$ cat src/rtl/regfile_scoreboard_if.sv
// Bus bundle between the decode/writeback side and the register file:
// read ports, writeback port, reserve port and the aggregate busy flag.
interface regfile_scoreboard_if #(
    parameter int XLEN  = 32,
    parameter int NREGS = 32,
    parameter int NREAD = 2
);
    localparam int AW = $clog2(NREGS);

    logic [NREAD*AW-1:0]   read_address;
    logic [NREAD*XLEN-1:0] read_value;
    logic [NREAD-1:0]      read_busy;
    logic                  write_enable;
    logic [AW-1:0]         write_address;
    logic [XLEN-1:0]       write_value;
    logic                  reserve_enable;
    logic [AW-1:0]         reserve_address;
    logic                  any_busy;

    // Pipeline side: issues reads, reserves and writebacks.
    modport master (
        output read_address,
        output write_enable,
        output write_address,
        output write_value,
        output reserve_enable,
        output reserve_address,
        input  read_value,
        input  read_busy,
        input  any_busy
    );

    // Register file side.
    modport slave (
        input  read_address,
        input  write_enable,
        input  write_address,
        input  write_value,
        input  reserve_enable,
        input  reserve_address,
        output read_value,
        output read_busy,
        output any_busy
    );
endinterface

$ cat src/rtl/regfile_scoreboard.sv
// Parametrised integer register file with a per-register busy scoreboard.
// x0 is hardwired to zero and never busy. Reads are combinational with an
// optional same-cycle write bypass; writes release a register, reserves mark
// it busy, and a reserve wins over a write to the same register.

// Warns when writeback targets a register that has no pending reservation.
module regfile_scoreboard_chk #(
    parameter int NREGS = 32
) (
    input logic                     clock,
    input logic                     reset_n,
    input logic                     write_enable,
    input logic [$clog2(NREGS)-1:0] write_address,
    input logic [NREGS-1:0]         busy
);
    localparam int AW = $clog2(NREGS);

    a_write_to_busy: assert property (
        @(posedge clock) disable iff (!reset_n)
        (write_enable && (write_address != {AW{1'b0}})) |-> busy[write_address]
    ) else $warning("regfile_scoreboard: write to non-busy register x%0d", write_address);
endmodule

module regfile_scoreboard #(
    parameter int XLEN   = 32,
    parameter int NREGS  = 32,
    parameter int NREAD  = 2,
    parameter int BYPASS = 1
) (
    input logic                 clock,
    input logic                 reset_n,
    regfile_scoreboard_if.slave bus
);
    localparam int AW = $clog2(NREGS);

    logic [XLEN-1:0]       regs_q [NREGS];
    logic [XLEN-1:0]       regs_d [NREGS];
    logic [NREGS-1:0]      busy_q;
    logic [NREGS-1:0]      busy_d;
    logic                  write_hit_s;
    logic                  reserve_hit_s;
    logic [AW-1:0]         port_addr_s [NREAD];
    logic [NREAD*XLEN-1:0] read_value_s;
    logic [NREAD-1:0]      read_busy_s;

    // Writes and reserves to x0 are dropped here so x0 stays zero and idle.
    assign write_hit_s   = bus.write_enable   && (bus.write_address   != {AW{1'b0}});
    assign reserve_hit_s = bus.reserve_enable && (bus.reserve_address != {AW{1'b0}});

    // Next-state for data and busy bits; a reserve overrides a release on the same register.
    always_comb begin
        regs_d[0] = {XLEN{1'b0}};
        busy_d    = {NREGS{1'b0}};
        for (int i = 1; i < NREGS; i++) begin
            if (write_hit_s && (bus.write_address == AW'(i))) begin
                regs_d[i] = bus.write_value;
            end else begin
                regs_d[i] = regs_q[i];
            end
            if (reserve_hit_s && (bus.reserve_address == AW'(i))) begin
                busy_d[i] = 1'b1;
            end else if (write_hit_s && (bus.write_address == AW'(i))) begin
                busy_d[i] = 1'b0;
            end else begin
                busy_d[i] = busy_q[i];
            end
        end
    end

    // State registers; reset clears everything and discards the current cycle's updates.
    always_ff @(posedge clock or negedge reset_n) begin
        if (!reset_n) begin
            for (int i = 0; i < NREGS; i++) begin
                regs_q[i] <= {XLEN{1'b0}};
            end
            busy_q <= {NREGS{1'b0}};
        end else begin
            regs_q <= regs_d;
            busy_q <= busy_d;
        end
    end

    // Independent combinational read ports with optional writeback forwarding.
    always_comb begin
        read_value_s = {(NREAD*XLEN){1'b0}};
        read_busy_s  = {NREAD{1'b0}};
        for (int k = 0; k < NREAD; k++) begin
            port_addr_s[k] = bus.read_address[k*AW +: AW];
            if (port_addr_s[k] == {AW{1'b0}}) begin
                read_value_s[k*XLEN +: XLEN] = {XLEN{1'b0}};
                read_busy_s[k]               = 1'b0;
            end else if ((BYPASS != 0) && reset_n && bus.write_enable &&
                         (port_addr_s[k] == bus.write_address)) begin
                read_value_s[k*XLEN +: XLEN] = bus.write_value;
                read_busy_s[k]               = 1'b0;
            end else begin
                read_value_s[k*XLEN +: XLEN] = regs_q[port_addr_s[k]];
                read_busy_s[k]               = busy_q[port_addr_s[k]];
            end
        end
    end

    assign bus.read_value = read_value_s;
    assign bus.read_busy  = read_busy_s;
    // Drain/fence indicator looks only at committed busy state.
    assign bus.any_busy   = |busy_q;

    regfile_scoreboard_chk #(
        .NREGS(NREGS)
    ) u_chk (
        .clock         (clock),
        .reset_n       (reset_n),
        .write_enable  (bus.write_enable),
        .write_address (bus.write_address),
        .busy          (busy_q)
    );
endmodule

$ cat src/flat_wrapper.sv
// flat-port wrapper written by rule: the top's interface ports become plain ports
module regfile_scoreboard_flat 
#(
    parameter int XLEN   = 32,
    parameter int NREGS  = 32,
    parameter int NREAD  = 2,
    parameter int BYPASS = 1
)
  (clock, reset_n, bus_read_address, bus_write_enable, bus_write_address, bus_write_value, bus_reserve_enable, bus_reserve_address, bus_read_value, bus_read_busy, bus_any_busy);
  regfile_scoreboard_if #(.XLEN(XLEN), .NREGS(NREGS), .NREAD(NREAD)) bus_i ();
  input logic clock;
  input logic reset_n;
  input wire logic [$bits(bus_i.read_address)-1:0] bus_read_address;
  input wire logic [$bits(bus_i.write_enable)-1:0] bus_write_enable;
  input wire logic [$bits(bus_i.write_address)-1:0] bus_write_address;
  input wire logic [$bits(bus_i.write_value)-1:0] bus_write_value;
  input wire logic [$bits(bus_i.reserve_enable)-1:0] bus_reserve_enable;
  input wire logic [$bits(bus_i.reserve_address)-1:0] bus_reserve_address;
  output wire logic [$bits(bus_i.read_value)-1:0] bus_read_value;
  output wire logic [$bits(bus_i.read_busy)-1:0] bus_read_busy;
  output wire logic [$bits(bus_i.any_busy)-1:0] bus_any_busy;
  assign bus_i.read_address = bus_read_address;
  assign bus_i.write_enable = bus_write_enable;
  assign bus_i.write_address = bus_write_address;
  assign bus_i.write_value = bus_write_value;
  assign bus_i.reserve_enable = bus_reserve_enable;
  assign bus_i.reserve_address = bus_reserve_address;
  assign bus_read_value = bus_i.read_value;
  assign bus_read_busy = bus_i.read_busy;
  assign bus_any_busy = bus_i.any_busy;
  regfile_scoreboard #(.XLEN(XLEN), .NREGS(NREGS), .NREAD(NREAD), .BYPASS(BYPASS)) u_core (.clock(clock), .reset_n(reset_n), .bus(bus_i));
endmodule
$ cat config.mk
export PLATFORM = sky130hd
export DESIGN_NAME = regfile_scoreboard_flat
export DESIGN_NICKNAME = d
export VERILOG_FILES = /design/src/rtl/regfile_scoreboard_if.sv /design/src/rtl/regfile_scoreboard.sv /design/src/flat_wrapper.sv
export SDC_FILE = /design/constraint.sdc
export NUM_CORES = 2
export LEC_CHECK = 0
export CORE_MARGIN = 1
export CORE_UTILIZATION = 54
export DETAILED_ROUTE_END_ITERATION = 8
export MAX_ROUTING_LAYER = met4
export PLACE_DENSITY = 0.68
export SYNTH_ARGS = -nofsm -noshare
export SYNTH_HDL_FRONTEND = slang
export SYNTH_HIERARCHICAL = 1
export SYNTH_SLANG_ARGS = --single-unit
$ cat constraint.sdc
create_clock -name clock -period 4.75 [get_ports clock]
set_input_delay 0.7125 -clock clock [delete_from_list [all_inputs] [get_ports clock]]
set_output_delay 0.7125 -clock clock [all_outputs]
set_load 0.02 [all_outputs]
== Word-level counts from Yosys, hierarchy flattened ==
Cells that the tools add are included.
Word-level totals
  bits in registers: 1023
  input port bits: 56
  output and inout port bits: 67
  word-level logic and storage cells: 315
Cells by class
  reduce and logical (&&, ||, !) cells: 103
  muxes and demuxes: 80
  $lt $le $gt $ge: 4
  equality and inequality tests: 64
  bitwise gates (word level): 2
Operator list (count)
  binary-select mux 32 bit (select 5 bit): 2
  two-way mux 32 bit: 8
  == test 5 bit, second input constant: 32
  == test 5 x 4 -> 1 bit, second input constant: 16
  two-way mux 1 bit: 68
  logical AND 1 bit: 67
  nonzero test 2 bit: 31
  == test 5 x 3 -> 1 bit, second input constant: 8
  OR reduction 31 bit: 1
  == test 5 x 2 -> 1 bit, second input constant: 4
  greater-or-equal comparator 6 bit, second input constant: 2
  < comparator 5 x 6 -> 1 bit, second input constant: 2
  NOT 5 -> 6 bit: 2
  binary-select mux 1 bit (select 5 bit): 2
  == test 5 x 1 -> 1 bit, second input constant: 2
  == test 5 bit: 2
  zero test 5 bit: 2
  nonzero test 5 bit: 2

== Longest topological paths before layout ==
  depth after elaboration: 6
  depth in mapped cells: 10
  gate-level depth less buffers: 5

== Least setup slack after synthesis ==
No wires, ideal clock.
  kind: in2out
  start point: in bus_read_address[0]
  end point: out bus_read_value[19]
  cell stages on the path: 8
  slack: 1.233 ns
  arrival time: 2.805 ns
  path through: buf_2 > buf_6 > nor2b_1 > clkbuf_1 > clkbuf_1 > a221oi_1 > o221a_2 > o41ai_1
Between the ends
  cells in the longest elaborated chain, start to end: 6
  elaborated cells on any way between the ends: 9
Ends and longest elaborated chain
  start: declaration: RTL line flat_wrapper.sv:13  | input wire logic [$bits(bus_i.read_address)-1:0] bus_read_address;
  NOT 5 -> 6 bit (implied by the code): RTL line regfile_scoreboard.sv:97  | read_value_s[k*XLEN +: XLEN] = regs_q[port_addr_s[k]];
  binary-select mux 32 bit (select 5 bit): RTL line regfile_scoreboard.sv:97
  two-way mux 32 bit (implied by the code) (2 in a row): RTL line regfile_scoreboard.sv:97
  two-way mux 32 bit: RTL line regfile_scoreboard.sv:92  | end else if ((BYPASS != 0) && reset_n && bus.write_enable &&
  two-way mux 32 bit *: RTL line regfile_scoreboard.sv:89  | if (port_addr_s[k] == {AW{1'b0}}) begin
  end: declaration: RTL line flat_wrapper.sv:19  | output wire logic [$bits(bus_i.read_value)-1:0] bus_read_value;
Mark *: on every way between the ends. The rest lies on a longest branch, timed or not. The select of a mux whose other input is x is not followed.

== Worst setup path in the final report ==
  start point: in bus_write_enable
  end point: out bus_read_value[51]
Between the ends
  cells in the longest elaborated chain, start to end: 4
Ends and longest elaborated chain
  start: declaration: RTL line flat_wrapper.sv:14  | input wire logic [$bits(bus_i.write_enable)-1:0] bus_write_enable;
  logical AND 1 bit (2 in a row): RTL line regfile_scoreboard.sv:92
  two-way mux 32 bit: RTL line regfile_scoreboard.sv:92
  two-way mux 32 bit: RTL line regfile_scoreboard.sv:89
No other way between the ends.

==> impl_metrics.json <==
{
  "wl_met2_mm": 84.0,
  "drv_slew": 0,
  "syn2layout_area_growth_pct": 13.6,
  "status": "completed",
  "layout_common_cells": "mux2_2 (1080), dfrtp_1 (1023), mux4_2 (473), buf_4 (233), nand2_1 (117)",
  "antenna_left": 0,
  "synth_flop_cell": "dfrtp_1",
  "path_depth": 8,
  "syn_inst": 3798,
  "synthDistinctLibCells": 55,
  "rows": 117,
  "maxSlewHeadroom_pct": 23.1,
  "wl_per_cell_um": 34.9,
  "clock_latency_ps": 700,
  "vdd_drop_max_v": 0.000359,
  "cts_root_buf": "clkbuf_16",
  "ys_ff_latch": 1023,
  "grt_antenna_before_repair": 4,
  "period_share_pct": 95.7,
  "clockBufferDepth": 3,
  "mostFrequentLayoutCell": "mux2_2",
  "arrival_ps": 3830,
  "crit_fanout": 9,
  "die_h_um": 323,
  "crit_buf_inv": 3,
  "ioPinCount": 123,
  "die_w_um": 323,
  "cp_slowest_cell": "clkdlybuf4s50_1",
  "viasPerCell": 7.13,
  "power-per-cell-area_mw_per_mm2": 421,
  "leakagePower_nw": 27.0,
  "whs_ps": 187,
  "grt-ovfl-total": 0,
  "hold_viol_final": 0,
  "cts_tree": "yes",
  "drt-pass1-iter-count": 8,
  "critPathCaptureType": "output pin",
  "cts_buffers": 113,
  "grt_pass1_wl_mm": 272,
  "drv_cap": 0,
  "worstRegToRegCells": 1,
  "grt.total_usage_pct": 37.6,
  "ys.warnings.count": 6,
  "ctsHtreeMaxLevel": 3,
  "crit-reg2reg-launch": "u_core/regs_q[355]$_DFFE_PN0P_",
  "setup-tns-final_ps": 0,
  "routed-via-count": 38105,
  "grt_max_degree": 181,
  "avgSynthCellArea_um2": 14.6,
  "route.met3.wl_mm": 19.7,
  "startpoint": "bus_write_enable",
  "synth_edf_count": 0,
  "cpPeakStageDelay_ps": 680,
  "rsz0062_at_grt": "no",
  "worst_pin_slew_ps": 1150,
  "grt_pass1_vias": 37972,
  "place_hpwl_mm": 117,
  "wl_mm": 186,
  "drc": 0,
  "required_ps": 4040,
  "initial_core_util_pct": 54.5,
  "setup_viol": 0,
  "cp_cell_sequence": "clkdlybuf4s50_1 -> nand2_1 -> a221oi_1 -> and3_4 -> buf_4 -> nand2_1 -> a21oi_1 -> clkdlybuf4s50_1",
  "async_flop_share_pct": 100,
  "drt_iter0_drc": 4754,
  "worstHoldPathType": "primary input to asynchronous set/reset pin",
  "clkSinkCount": 1023,
  "rr_endpoint": "u_core/regs_q[355]$_DFFE_PN0P_",
  "criticalPathCategory": "primary input to output pin",
  "fin_skew_ps": 0,
  "die_area_mm2": 0.104,
  "cts_setup_buffers": 0,
  "max_clock_freq_ghz": 0.220,
  "wl_met1_mm": 75.1,
  "clk_pin_slew_worst_paths_ps": 70,
  "gp_congestion": 0.910,
  "routed.top_layer": "met4",
  "io_buffers": 122,
  "post-route-min-period_ps": 4550,
  "cp_top_family": "buffers and inverters",
  "crit_end": "bus_read_value[51]",
  "core-area_mm2": 0.102,
  "synth_nets": 3854,
  "setup.worst_path.start_class": "primary input",
  "finalNetCount": 3938,
  "drive_gt1_share_pct": 52.5,
  "yosysSeqAreaShare_pct": 46.1,
  "timing.reg2reg.setup_slack_ps": 3940,
  "syn_area_mm2": 0.0555
}
[metal layers]
metal | vias to the layer above | track usage, %
met3 | 442 | 9.23
met5 | - | -
met2 | 2182 | 53.9
li1 | 14960 | -
met4 | 0 | 14.3
met1 | 20521 | 51.9
[state kept, by name (all words and copies together), names as in the netlist]
signal         flops
u_core/busy_q     31
u_core/regs_q    992
[cells in the mapped netlist, types with 6 or more instances]
cell	n	area share (%)
mux2_2	1080	22
dfrtp_1	1023	46
mux4_2	473	19
clkbuf_1	236	1.6
nand2_1	127	0.86
buf_2	122	1.1
a221oi_1	61	0.96
o21ai_0	57	0.51
nor2_1	56	0.38
nand3_1	44	0.40
a22o_1	42	0.66
mux2i_1	42	0.76
buf_1	35	0.24
nor2b_1	34	0.38
a221o_1	27	0.49
o31ai_1	23	0.31
buf_4	21	0.28
a22oi_1	20	0.27
nor3_1	20	0.18
or3_1	20	0.23
nand2b_1	18	0.20
o221a_2	17	0.34
a311oi_1	16	0.25
inv_1	15	0.10
o22ai_1	14	0.16
a32oi_1	13	0.21
a31oi_1	12	0.14
and2_1	12	0.14
a211o_1	11	0.17
and3_1	10	0.11
o2111ai_1	10	0.16
a211oi_1	8	0.11
o41ai_1	8	0.13
xnor2_1	8	0.13
nor4_1	7	0.079
a21oi_1	6	0.054
buf_6	6	0.12
nand3b_1	6	0.081
[worst min path at each step]
stage | startpoint | end | slack, ps | cells after the start
after floorplan | reset_n | u_core/busy_q[10]$_DFFE_PN0P_ | 420 | 0
after detailed placement | u_core/regs_q[421]$_DFFE_PN0P_ | u_core/regs_q[421]$_DFFE_PN0P_ | 510 | 1
after CTS | reset_n | u_core/regs_q[670]$_DFFE_PN0P_ | 170 | 2
final | reset_n | u_core/regs_q[158]$_DFFE_PN0P_ | 190 | 2
after global placement | u_core/regs_q[690]$_DFFE_PN0P_ | u_core/regs_q[690]$_DFFE_PN0P_ | 500 | 1
after global routing | reset_n | u_core/regs_q[702]$_DFFE_PN0P_ | 220 | 2
[cell families (layout without fill, tap and decap cells)]
family	after synthesis	in the layout	synth area share (%)
multiplexers	1595	1595	41.8
flip-flops	1023	1023	46.1
buffers and inverters	436	611	3.45
AND/OR/NAND/NOR	376	376	3.34
AO/OA/AOI/OAI	360	360	5.15
XOR/XNOR	8	8	0.126
other	0	3	0
[stage by stage]
stage          instances  cell area, µm²  total power, mW  setup slack (ps)  utilization, %
2_1_floorplan       3798           55500             15.6              1230               -
3_5_place_dp        5134           59400             17.7               152            58.3
3_3_place_gp        5134           59400             17.4               155            58.3
4_1_cts             5341           63100             26.5               131            61.9
5_1_grt             5344           63100             27.5              97.5            61.9
6_report            5344           63100             26.6               205            61.9
[repair_timing]
action,4_1_cts,5_1_grt
hold buffers,1,0
hold endpoints to repair,11,0
endpoints found under the setup margin,0,1
resized for setup,0,1
[power by group]
| group | internal [mW] | leakage (nW) | switching [mW] |
|---|---|---|---|
| Combinational | 3.49 | 12.1 | 2.45 |
| Clock | 5.17 | 1.83 | 3.73 |
| Sequential | 10.4 | 13.1 | 1.28 |
[cell type report]
class,count,area [µm²]
tap,1368,1710
antenna,3,7.51
clock inverter,44,497
fill,7743,38800
timing repair buffer,390,3790
clock buffer,162,3210
inverter,15,57.6
sequential,1023,25600
multi-input combinational,2339,28200
(Power assumes the default switching activity.)
